### config.mk
export PLATFORM = sky130hd
export DESIGN_NAME = data_mem_pipe_flat
export DESIGN_NICKNAME = d
export VERILOG_FILES = /design/src/rtl/data_mem_pkg.sv /design/src/rtl/data_mem_pipe_if.sv /design/src/rtl/data_mem_array.sv /design/src/rtl/data_mem_pipe.sv /design/src/flat_wrapper.sv
export SDC_FILE = /design/constraint.sdc
export NUM_CORES = 2
export LEC_CHECK = 0
export BUFFER_PORTS_ARGS = -buffer_cell sky130_fd_sc_hd__buf_2
export CORE_UTILIZATION = 30
export DETAILED_ROUTE_END_ITERATION = 7
export GPL_TIMING_DRIVEN = 0
export PLACE_DENSITY_LB_ADDON = 0.12
export SLEW_MARGIN = 20
export SYNTH_ARGS = -nofsm -noshare
export SYNTH_HDL_FRONTEND = slang
export SYNTH_SLANG_ARGS = --single-unit
### constraint.sdc
create_clock -name clk -period 6.3 [get_ports clk]
set_input_delay 1.26 -clock clk [delete_from_list [all_inputs] [get_ports clk]]
set_output_delay 1.26 -clock clk [all_outputs]
set_load 0.03 [all_outputs]
### src/rtl/data_mem_pkg.sv
// Shared definitions for the data_mem_pipe slice: controller state enumeration
// and the default word width / depth used by the interface and the modules.
package data_mem_pkg;

  localparam int unsigned DefaultDw    = 8;
  localparam int unsigned DefaultDepth = 256;

  // StInit: post-reset clear sweep; StRun: normal read/write service.
  typedef enum logic [0:0] {
    StInit,
    StRun
  } state_e;

endpackage

### src/rtl/data_mem_pipe_if.sv
// Request/response bundle for data_mem_pipe.
//   master: drives wr_en/w_add/ip/rd_en/r_add, receives op/op_valid/busy.
//   slave : the memory side (data_mem_pipe).
// With DATA_MEM_PARITY_EN defined the bundle also carries inj_err (request side)
// and par_err (response side).
interface data_mem_pipe_if
  import data_mem_pkg::*;
#(
  parameter int unsigned DW    = DefaultDw,
  parameter int unsigned DEPTH = DefaultDepth
) ();

  localparam int unsigned AW = $clog2(DEPTH);

  logic          wr_en;
  logic [AW-1:0] w_add;
  logic [DW-1:0] ip;
  logic          rd_en;
  logic [AW-1:0] r_add;
  logic [DW-1:0] op;
  logic          op_valid;
  logic          busy;
`ifdef DATA_MEM_PARITY_EN
  logic          inj_err;
  logic          par_err;
`endif

  modport master (
    output wr_en,
    output w_add,
    output ip,
    output rd_en,
    output r_add,
`ifdef DATA_MEM_PARITY_EN
    output inj_err,
    input  par_err,
`endif
    input  op,
    input  op_valid,
    input  busy
  );

  modport slave (
    input  wr_en,
    input  w_add,
    input  ip,
    input  rd_en,
    input  r_add,
`ifdef DATA_MEM_PARITY_EN
    input  inj_err,
    output par_err,
`endif
    output op,
    output op_valid,
    output busy
  );

endinterface

### src/rtl/data_mem_array.sv
// Storage array for data_mem_pipe: one write port, one synchronous read port,
// no reset (contents are cleared only by the controller's sweep).
//   clk_i    : clock
//   we_i     : write enable, waddr_i / wdata_i written on the rising edge
//   re_i     : read enable, rdata_o loads mem[raddr_i] on the rising edge
//   rdata_o  : registered read word, holds while re_i is low
// Addresses presented with an enable must be below DEPTH.
module data_mem_array #(
  parameter int unsigned WW    = 8,
  parameter int unsigned DEPTH = 256,
  localparam int unsigned AW   = $clog2(DEPTH)
) (
  input  logic          clk_i,
  input  logic          we_i,
  input  logic [AW-1:0] waddr_i,
  input  logic [WW-1:0] wdata_i,
  input  logic          re_i,
  input  logic [AW-1:0] raddr_i,
  output logic [WW-1:0] rdata_o
);

  logic [WW-1:0] mem [DEPTH];

  always_ff @(posedge clk_i) begin
    if (we_i) begin
      mem[waddr_i] <= wdata_i;
    end
    if (re_i) begin
      rdata_o <= mem[raddr_i];
    end
  end

endmodule

### src/rtl/data_mem_pipe.sv
// Word memory with a post-reset clear sweep, latency-1 reads, write-first
// bypass and address range checking.
//   clk   : single clock, rising edge
//   reset : asynchronous, active-high
//   bus   : data_mem_pipe_if.slave (wr_en, w_add, ip, rd_en, r_add -> op, op_valid, busy)
// Optional build macro DATA_MEM_PARITY_EN adds an even-parity bit per stored
// word plus bus.inj_err (store inverted parity) and bus.par_err (read mismatch).
module data_mem_pipe
  import data_mem_pkg::*;
#(
  parameter int unsigned DW    = DefaultDw,
  parameter int unsigned DEPTH = DefaultDepth
) (
  input logic             clk,
  input logic             reset,
  data_mem_pipe_if.slave  bus
);

  localparam int unsigned AW = $clog2(DEPTH);
`ifdef DATA_MEM_PARITY_EN
  localparam int unsigned PW = 1;
`else
  localparam int unsigned PW = 0;
`endif
  localparam int unsigned WW = DW + PW;

  state_e        state_q, state_d;
  logic [AW-1:0] ptr_q, ptr_d;

  logic          run;
  logic          w_in_range, r_in_range;
  logic          wr_acc, rd_acc, bypass;
  logic          mem_we, mem_re;
  logic [AW-1:0] mem_waddr;
  logic [WW-1:0] mem_wdata, wdata_run, mem_rdata;

  logic          valid_q;
  logic          zero_q;   // op forced to 0: after reset or out-of-range read
  logic          byp_q;    // op taken from byp_data_q instead of the array
  logic [DW-1:0] byp_data_q;

  // Controller: sweep pointer walks 0..DEPTH-1, then hand over to RUN.
  always_comb begin
    state_d = state_q;
    ptr_d   = ptr_q;
    unique case (state_q)
      StInit: begin
        ptr_d = ptr_q + 1'b1;
        if (ptr_q == AW'(DEPTH - 1)) begin
          state_d = StRun;
          ptr_d   = '0;
        end
      end
      StRun: ;
      default: begin
        state_d = StInit;
        ptr_d   = '0;
      end
    endcase
  end

  always_ff @(posedge clk or posedge reset) begin
    if (reset) begin
      state_q <= StInit;
      ptr_q   <= '0;
    end else begin
      state_q <= state_d;
      ptr_q   <= ptr_d;
    end
  end

  // Request qualification. DEPTH need not be a power of two, so some
  // encodable addresses are outside the array.
  always_comb begin
    run        = (state_q == StRun);
    w_in_range = (32'(bus.w_add) < DEPTH);
    r_in_range = (32'(bus.r_add) < DEPTH);
    wr_acc     = run & bus.wr_en & w_in_range;
    rd_acc     = run & bus.rd_en;
    bypass     = rd_acc & wr_acc & (bus.w_add == bus.r_add);
    mem_re     = rd_acc & r_in_range & ~bypass;
  end

`ifdef DATA_MEM_PARITY_EN
  assign wdata_run = {(^bus.ip) ^ bus.inj_err, bus.ip};
`else
  assign wdata_run = bus.ip;
`endif

  // Sweep owns the write port in INIT; reset gating keeps the array untouched
  // while reset is held.
  always_comb begin
    mem_we    = (~run & ~reset) | wr_acc;
    mem_waddr = run ? bus.w_add : ptr_q;
    mem_wdata = run ? wdata_run : '0;
  end

  data_mem_array #(
    .WW    (WW),
    .DEPTH (DEPTH)
  ) u_array (
    .clk_i   (clk),
    .we_i    (mem_we),
    .waddr_i (mem_waddr),
    .wdata_i (mem_wdata),
    .re_i    (mem_re),
    .raddr_i (bus.r_add),
    .rdata_o (mem_rdata)
  );

  // Output source selection is registered alongside the array read, so op is
  // a function of registers only and holds whenever no read is accepted.
  always_ff @(posedge clk or posedge reset) begin
    if (reset) begin
      valid_q    <= 1'b0;
      zero_q     <= 1'b1;
      byp_q      <= 1'b0;
      byp_data_q <= '0;
    end else begin
      valid_q <= rd_acc;
      if (rd_acc) begin
        zero_q <= ~r_in_range;
        byp_q  <= bypass;
      end
      if (bypass) begin
        byp_data_q <= bus.ip;
      end
    end
  end

  always_comb begin
    bus.busy     = ~run;
    bus.op_valid = valid_q;
    if (zero_q) begin
      bus.op = '0;
    end else if (byp_q) begin
      bus.op = byp_data_q;
    end else begin
      bus.op = mem_rdata[DW-1:0];
    end
`ifdef DATA_MEM_PARITY_EN
    bus.par_err = valid_q & ~zero_q & ~byp_q & (^mem_rdata);
`endif
  end

endmodule

### src/flat_wrapper.sv
// flat-port wrapper written by rule: the top's interface ports become plain ports
module data_mem_pipe_flat import data_mem_pkg::*;
#(
  parameter int unsigned DW    = DefaultDw,
  parameter int unsigned DEPTH = DefaultDepth
)
  (clk, reset, bus_wr_en, bus_w_add, bus_ip, bus_rd_en, bus_r_add, bus_op, bus_op_valid, bus_busy);
  data_mem_pipe_if #(.DW(DW), .DEPTH(DEPTH)) bus_i ();
  input logic clk;
  input logic reset;
  input wire logic [$bits(bus_i.wr_en)-1:0] bus_wr_en;
  input wire logic [$bits(bus_i.w_add)-1:0] bus_w_add;
  input wire logic [$bits(bus_i.ip)-1:0] bus_ip;
  input wire logic [$bits(bus_i.rd_en)-1:0] bus_rd_en;
  input wire logic [$bits(bus_i.r_add)-1:0] bus_r_add;
  output wire logic [$bits(bus_i.op)-1:0] bus_op;
  output wire logic [$bits(bus_i.op_valid)-1:0] bus_op_valid;
  output wire logic [$bits(bus_i.busy)-1:0] bus_busy;
  assign bus_i.wr_en = bus_wr_en;
  assign bus_i.w_add = bus_w_add;
  assign bus_i.ip = bus_ip;
  assign bus_i.rd_en = bus_rd_en;
  assign bus_i.r_add = bus_r_add;
  assign bus_op = bus_i.op;
  assign bus_op_valid = bus_i.op_valid;
  assign bus_busy = bus_i.busy;
  data_mem_pipe #(.DW(DW), .DEPTH(DEPTH)) u_core (.clk(clk), .reset(reset), .bus(bus_i));
endmodule
After elaboration in Yosys (flattened, before gate mapping)
Memories as Yosys holds them, arrays and structs flattened. A register that Yosys moved wholly into a read port is not among the register bits.
Cells that the tools add are included.
{"block": "word_totals", "regBits": 20, "latch_bits": 0, "ramBits": 2048, "rom_bits": 0, "output_inout_bits": 10, "wordCells": 29, "mem_count": 1}
{"block": "classes", "n_addsub": 1, "mul": 0, "div_mod_pow": 0, "n_lt_le_gt_ge": 0, "eq_ne": 2, "shift": 0, "muxes": 9, "n_bitwise": 10, "n_reduce_logical": 0}
{"name": "u_core.u_array.mem", "depth": 256, "width": 8, "rd": 1, "rd_clocked_by_memory_dff": 1, "write_ports": 1, "line": "data_mem_array.sv:22", "rtl": "logic [WW-1:0] mem [DEPTH];"}
{"operator": "2-to-1 mux 8 bit", "count": 5}
{"operator": "adder 8 x 1 -> 8 bit (second input constant)", "count": 1}
{"operator": "== test 8 bit", "count": 1}
{"operator": "== test 8 bit (second input constant)", "count": 1}
{"operator": "AND 1 bit", "count": 6}
{"operator": "2-to-1 mux 1 bit", "count": 4}
{"operator": "inverter 1 bit", "count": 3}
{"operator": "OR 1 bit", "count": 1}

Logic depth before layout (Yosys ltp)
{"block": "depth", "word_depth": 5, "mapped_depth": 11, "mapped_depth_nobuf": 7}

By module
From an unflattened synthesis, not the netlist that was laid out.
{"block": "hier_totals", "hier_cells": 3848, "hier_area_um2": 80825.0}
{"module": "data_mem_array", "instances": 1, "cells_per_inst": 3733, "area_per_inst_um2": 79636.4}
{"module": "data_mem_pipe", "instances": 1, "cells_per_inst": 115, "area_per_inst_um2": 1188.6}

Worst setup path before layout
Ideal clock, no wire load.
{"block": "synth_path", "path_kind": "input port to flip-flop", "startpoint": "input bus_ip[0]", "endpoint": "memory u_core.u_array.mem[0][0], data pin", "t_arrival_ns": 4.487, "required_time_ns": 5.433, "slack_ns": 0.946, "path_stages": 1, "cell_sequence": "and2_1"}
{"block": "synth_between", "elab_chain_len": 1}
{"item": "from (decl)", "line": "flat_wrapper.sv:13", "rtl": "input wire logic [$bits(bus_i.ip)-1:0] bus_ip;"}
{"item": "2-to-1 mux 8 bit", "line": "data_mem_pipe.sv:95", "rtl": "mem_wdata = run ? wdata_run : '0;"}
{"item": "to (decl)", "line": "data_mem_array.sv:22"}
No other way between the ends.

Worst setup path after layout
{"block": "layout_path", "startpoint": "input bus_r_add[1]", "endpoint": "register u_core.u_array.rdata_o[5], read port of u_core.u_array.mem, data pin"}
{"block": "layout_between", "elab_chain_len": 4}
{"item": "from (decl)", "line": "flat_wrapper.sv:15", "rtl": "input wire logic [$bits(bus_i.r_add)-1:0] bus_r_add;"}
{"item": "== test 8 bit", "line": "data_mem_pipe.sv:80", "rtl": "bypass = rd_acc & wr_acc & (bus.w_add == bus.r_add);"}
{"item": "AND 1 bit", "line": "data_mem_pipe.sv:80"}
{"item": "inverter 1 bit", "line": "data_mem_pipe.sv:81", "rtl": "mem_re = rd_acc & r_in_range & ~bypass;"}
{"item": "AND 1 bit", "line": "data_mem_pipe.sv:81"}
{"item": "to (decl)", "line": "data_mem_array.sv:19", "rtl": "output logic [WW-1:0] rdata_o"}
Several ways; a longest one is shown, not always the timed one.
A chain may end at the register's enable or synchronous reset.

==> out/metrics.csv <==
stage,metric,value,unit
detailed_routing,total number of vias,43630,
clock_tree,Skew-Pair Late Insertion Delay,0.90,ns
logic_synthesis,Post-Synthesis Cells,3923,
logic_synthesis,Compound-Gate Fraction of Synth Area,4.208,%
floorplanning,Die Span X,520.8,um
logic_synthesis,Syn Area/Cell,20.59,sq um
logic_synthesis,asr flop ratio synth,0.9634,%
sta,Slew HR,14.40,%
place,input/output buffers,32,
setup_path,Critical Path Start,bus_r_add[1],
place,DP Worst Slack,-0.08674,ns
logic_synthesis,Simple-Gate Fraction of Synth Area,2.626,%
logic_synthesis,post-synthesis net count,3952,
worst_hold_path,Hold Crit Class,in2async,
logic_synthesis,largest family of logic cells by synthesized area,multiplexers,
detailed_routing,Iteration-0 DRC Markers,5703,
power_and_ir_drop,leakage,25.52,nW
clock_tree,Clock transition at path regs,0.06,ns
logic_synthesis,post-synthesis mux area share,14.10,%
sta,Final Slew Violations,0,
logic_synthesis,top_reg_cell synth,edfxtp_1,
final_layout,final core occ,35.23,%
setup_path,crit path max fanout,10,
clock_tree,Root Driver,clkbuf_16,
logic_synthesis,xor/xnor cell area share of the yosys netlist,0.1301,%
setup_path,terminus of the critical flop-to-flop path,u_core.u_array.mem[255][1]$_DFFE_PP_,
floorplanning,core outline area,0.2679,sq mm
final_layout,area delta synth->final,16.86,%
grt,pin count of the biggest net entering global routing,73,
floorplanning,Die ar.,0.2713,sq mm
run,maxcap violations,0,
floorplanning,I/O pins,38,
sta,RSZ-0062 raised after global routing,false,
grt,Total GRT Usage,23.58,%
sta,post-layout min period,5.735,ns
setup_path,Critical path destination,u_core.u_array.rdata_o[5]$_DFFE_PP_,
setup_path,worst reg2reg path startpoint,u_core.run$_DFF_PP0_,
detailed_routing,routed wire length,321700,um
clock_tree,postcts setup bufs,0,
sta,setup violators final,0,
clock_tree,H-tree depth reported by CTS,4,
final_layout,Total Nets Final,4277,
clock_tree,Post-CTS Resized,0,
power_and_ir_drop,worst ir drop on vdd,0.0003318,V
sta,clock skew,0.05984,ns
sta,Max Clock Freq,174.4,MHz
setup_path,crit path DAT,6.24,ns
run_status,status,"finished, final reports clean",
power_and_ir_drop,power per cell area,311.5,mW/mm^2
setup_path,CP Launch Type,primary input,
clock_tree,CTS Buf Count,222,
logic_synthesis,"EDFF count, synth",2056,
setup_path,flop-to-flop setup slack,1.85,ns
logic_synthesis,synthesized area,0.08076,sq mm
setup_path,Worst R2R Path Depth,7,
detailed_routing,DRC errors left,0,
place,Placer Congestion,0.9206,
grt,first-pass GRT wire length,421800,um
logic_synthesis,Yosys warnings,0,
grt,vias in the first global route,43010,
setup_path,endpoint type of the worst setup path,flop,
clock_tree,Bufs on Longest Clock Path,3,
grt,GRT overflow,0,
detailed_routing,wire length per cell,40.25,um
final_layout,share of cells above drive strength 1,25.23,%
place,Detailed Place HPWL,221200,um
sta,Hold Slack,0.4721,ns
floorplanning,Initial Util,30.14,%
sta,post-route clock period utilization,91.03,%
floorplanning,number of placement rows,190,
setup_path,Setup CP Type,in2reg,
clock_tree,CTS Sinks,2076,
detailed_routing,Detailed Routing Iterations Pass 1,8,
sta,Hold Fails Final Rpt,0,
detailed_routing,post-route ant nets,0,
setup_path,Critical Path RT,6.81,ns
clock_tree,CTS tree,built,
logic_synthesis,distinct cell type count after synthesis,58,
detailed_routing,Vias/cell,5.458,
grt,initial antenna violation count,31,
logic_synthesis,fraction of the mapped netlist area in adder cells,0.01549,%
clock_tree,hold buffer count at cts,0,
logic_synthesis,Yosys reg bits,2076,
logic_synthesis,register area share after synthesis,77.07,%
floorplanning,DIE HEIGHT,520.8,um
sta,Worst-Margin Slew,1.272,ns
sta,setup slack after layout,0.5652,ns
-- power breakdown --
group	internal [W]	switching, W	total [W]
Combinational	0.000356	0.000990	0.00135
Sequential	0.0149	0.000000332	0.0149
Clock	0.00745	0.00566	0.0131
Total	0.0228	0.00665	0.0294
-- worst min path at each step --
stage,start,slack (ns),end,cells past startpoint
after floorplan,u_core.byp_data_q[0]$_DFFE_PP0P_,0.48,u_core.byp_data_q[0]$_DFFE_PP0P_,1
after global placement,u_core.byp_data_q[1]$_DFFE_PP0P_,0.49,u_core.byp_data_q[1]$_DFFE_PP0P_,1
after detailed placement,u_core.byp_data_q[4]$_DFFE_PP0P_,0.50,u_core.byp_data_q[4]$_DFFE_PP0P_,1
after CTS,reset,0.46,u_core.run$_DFF_PP0_,2
after global routing,reset,0.49,u_core.byp_data_q[6]$_DFFE_PP0P_,2
final,reset,0.47,u_core.bus.op_valid$_DFF_PP0_,2
-- state kept, by name, indices dropped and copies added (netlist names) --
| register | cells |
|---|---|
| u_core.u_array.mem | 2048 |
| u_core.byp_data_q | 8 |
| u_core.ptr_q | 8 |
| u_core.u_array.rdata_o | 8 |
| u_core.bus.op_valid | 1 |
| u_core.byp_q | 1 |
| u_core.run | 1 |
| u_core.zero_q | 1 |
-- cells by family (layout without fill, tap and decap cells) --
family | after synthesis | in the layout
buffers and inverters | 254 | 763
other | 0 | 9
XOR/XNOR | 12 | 12
AO/OA/AOI/OAI | 488 | 488
flip-flops | 2076 | 2076
adder cells (fa/ha/maj) | 1 | 1
multiplexers | 591 | 591
AND/OR/NAND/NOR | 501 | 501
-- cell type report --
| type | instances | area, sq um |
|---|---|---|
| antenna | 9 | 22.52 |
| fill | 24890 | 173500 |
| timing repair buffer | 101 | 1683 |
| clock inverter | 135 | 1351 |
| tap | 3552 | 4444 |
| inverter | 12 | 45.04 |
| buffer | 242 | 1505 |
| multi-input combinational | 1593 | 17300 |
| sequential | 2076 | 62240 |
| clock buffer | 273 | 5788 |
-- critical path: stages --
cell	delay, ns
buf_4	0.31
buf_2	0.48
buf_2	0.73
buf_2	0.80
mux4_2	0.39
a22oi_1	0.08
a21oi_1	0.60
nor3_1	0.35
nor4_1	1.03
-- per-layer routing --
layer / wire [um] / global-route usage, %
met3: 23770 / 5.190
met1: 134500 / 31.63
met5: 103 / 0.1580
met2: 151300 / 37.80
met4: 12070 / 7.935
-- per-stage QoR --
step	power (W)	cells	TNS, ns	area, sq um
2_1_floorplan	0.01581	3923	0	80760
3_3_place_gp	0.01654	7507	-9869.07	85360
3_5_place_dp	0.01658	7576	-0.08674	87200
4_1_cts	0.02955	7984	0	94340
5_1_grt	0.03003	7987	0	94360
6_report	0.02940	7993	0	94380
-- synth_stat cells, types with 29 or more instances --
library cell	instances	area (sq um)
edfxtp_1	2056	61740
nand3_1	33	165.2
a211oi_1	32	240.2
a22oi_1	174	1306
nor2_1	303	1137
buf_2	47	235.2
nand2_1	88	330.3
mux4_2	436	9819
o22ai_1	29	181.4
mux2i_1	142	1421
buf_6	30	337.8
o221ai_1	35	306.5
a21oi_1	109	545.5
clkbuf_1	118	442.9
-- layout by cell type, fill, tap and decap left out, types with 9 or more instances in the layout --
cell type	instances
edfxtp_1	2056
mux4_2	436
nor2_1	245
clkbuf_16	223
a22oi_1	174
mux2i_1	142
clkbuf_1	123
a21oi_1	109
nand2_1	88
buf_2	82
nor2_2	59
clkinv_1	45
clkbuf_2	43
clkinv_2	41
buf_6	35
o221ai_1	35
buf_16	34
nand3_1	33
o22ai_1	29
a211oi_1	29
buf_4	28
buf_12	28
bufinv_16	23
o21ai_0	21
dfrtp_1	19
a22o_1	17
a31oi_1	15
mux2_2	13
nor4_2	13
inv_1	11
nor3_1	11
buf_8	10
diode_2	9
xor2_1	9
clkinvlp_4	9
Note: power is estimated with default switching activity, not from simulation.
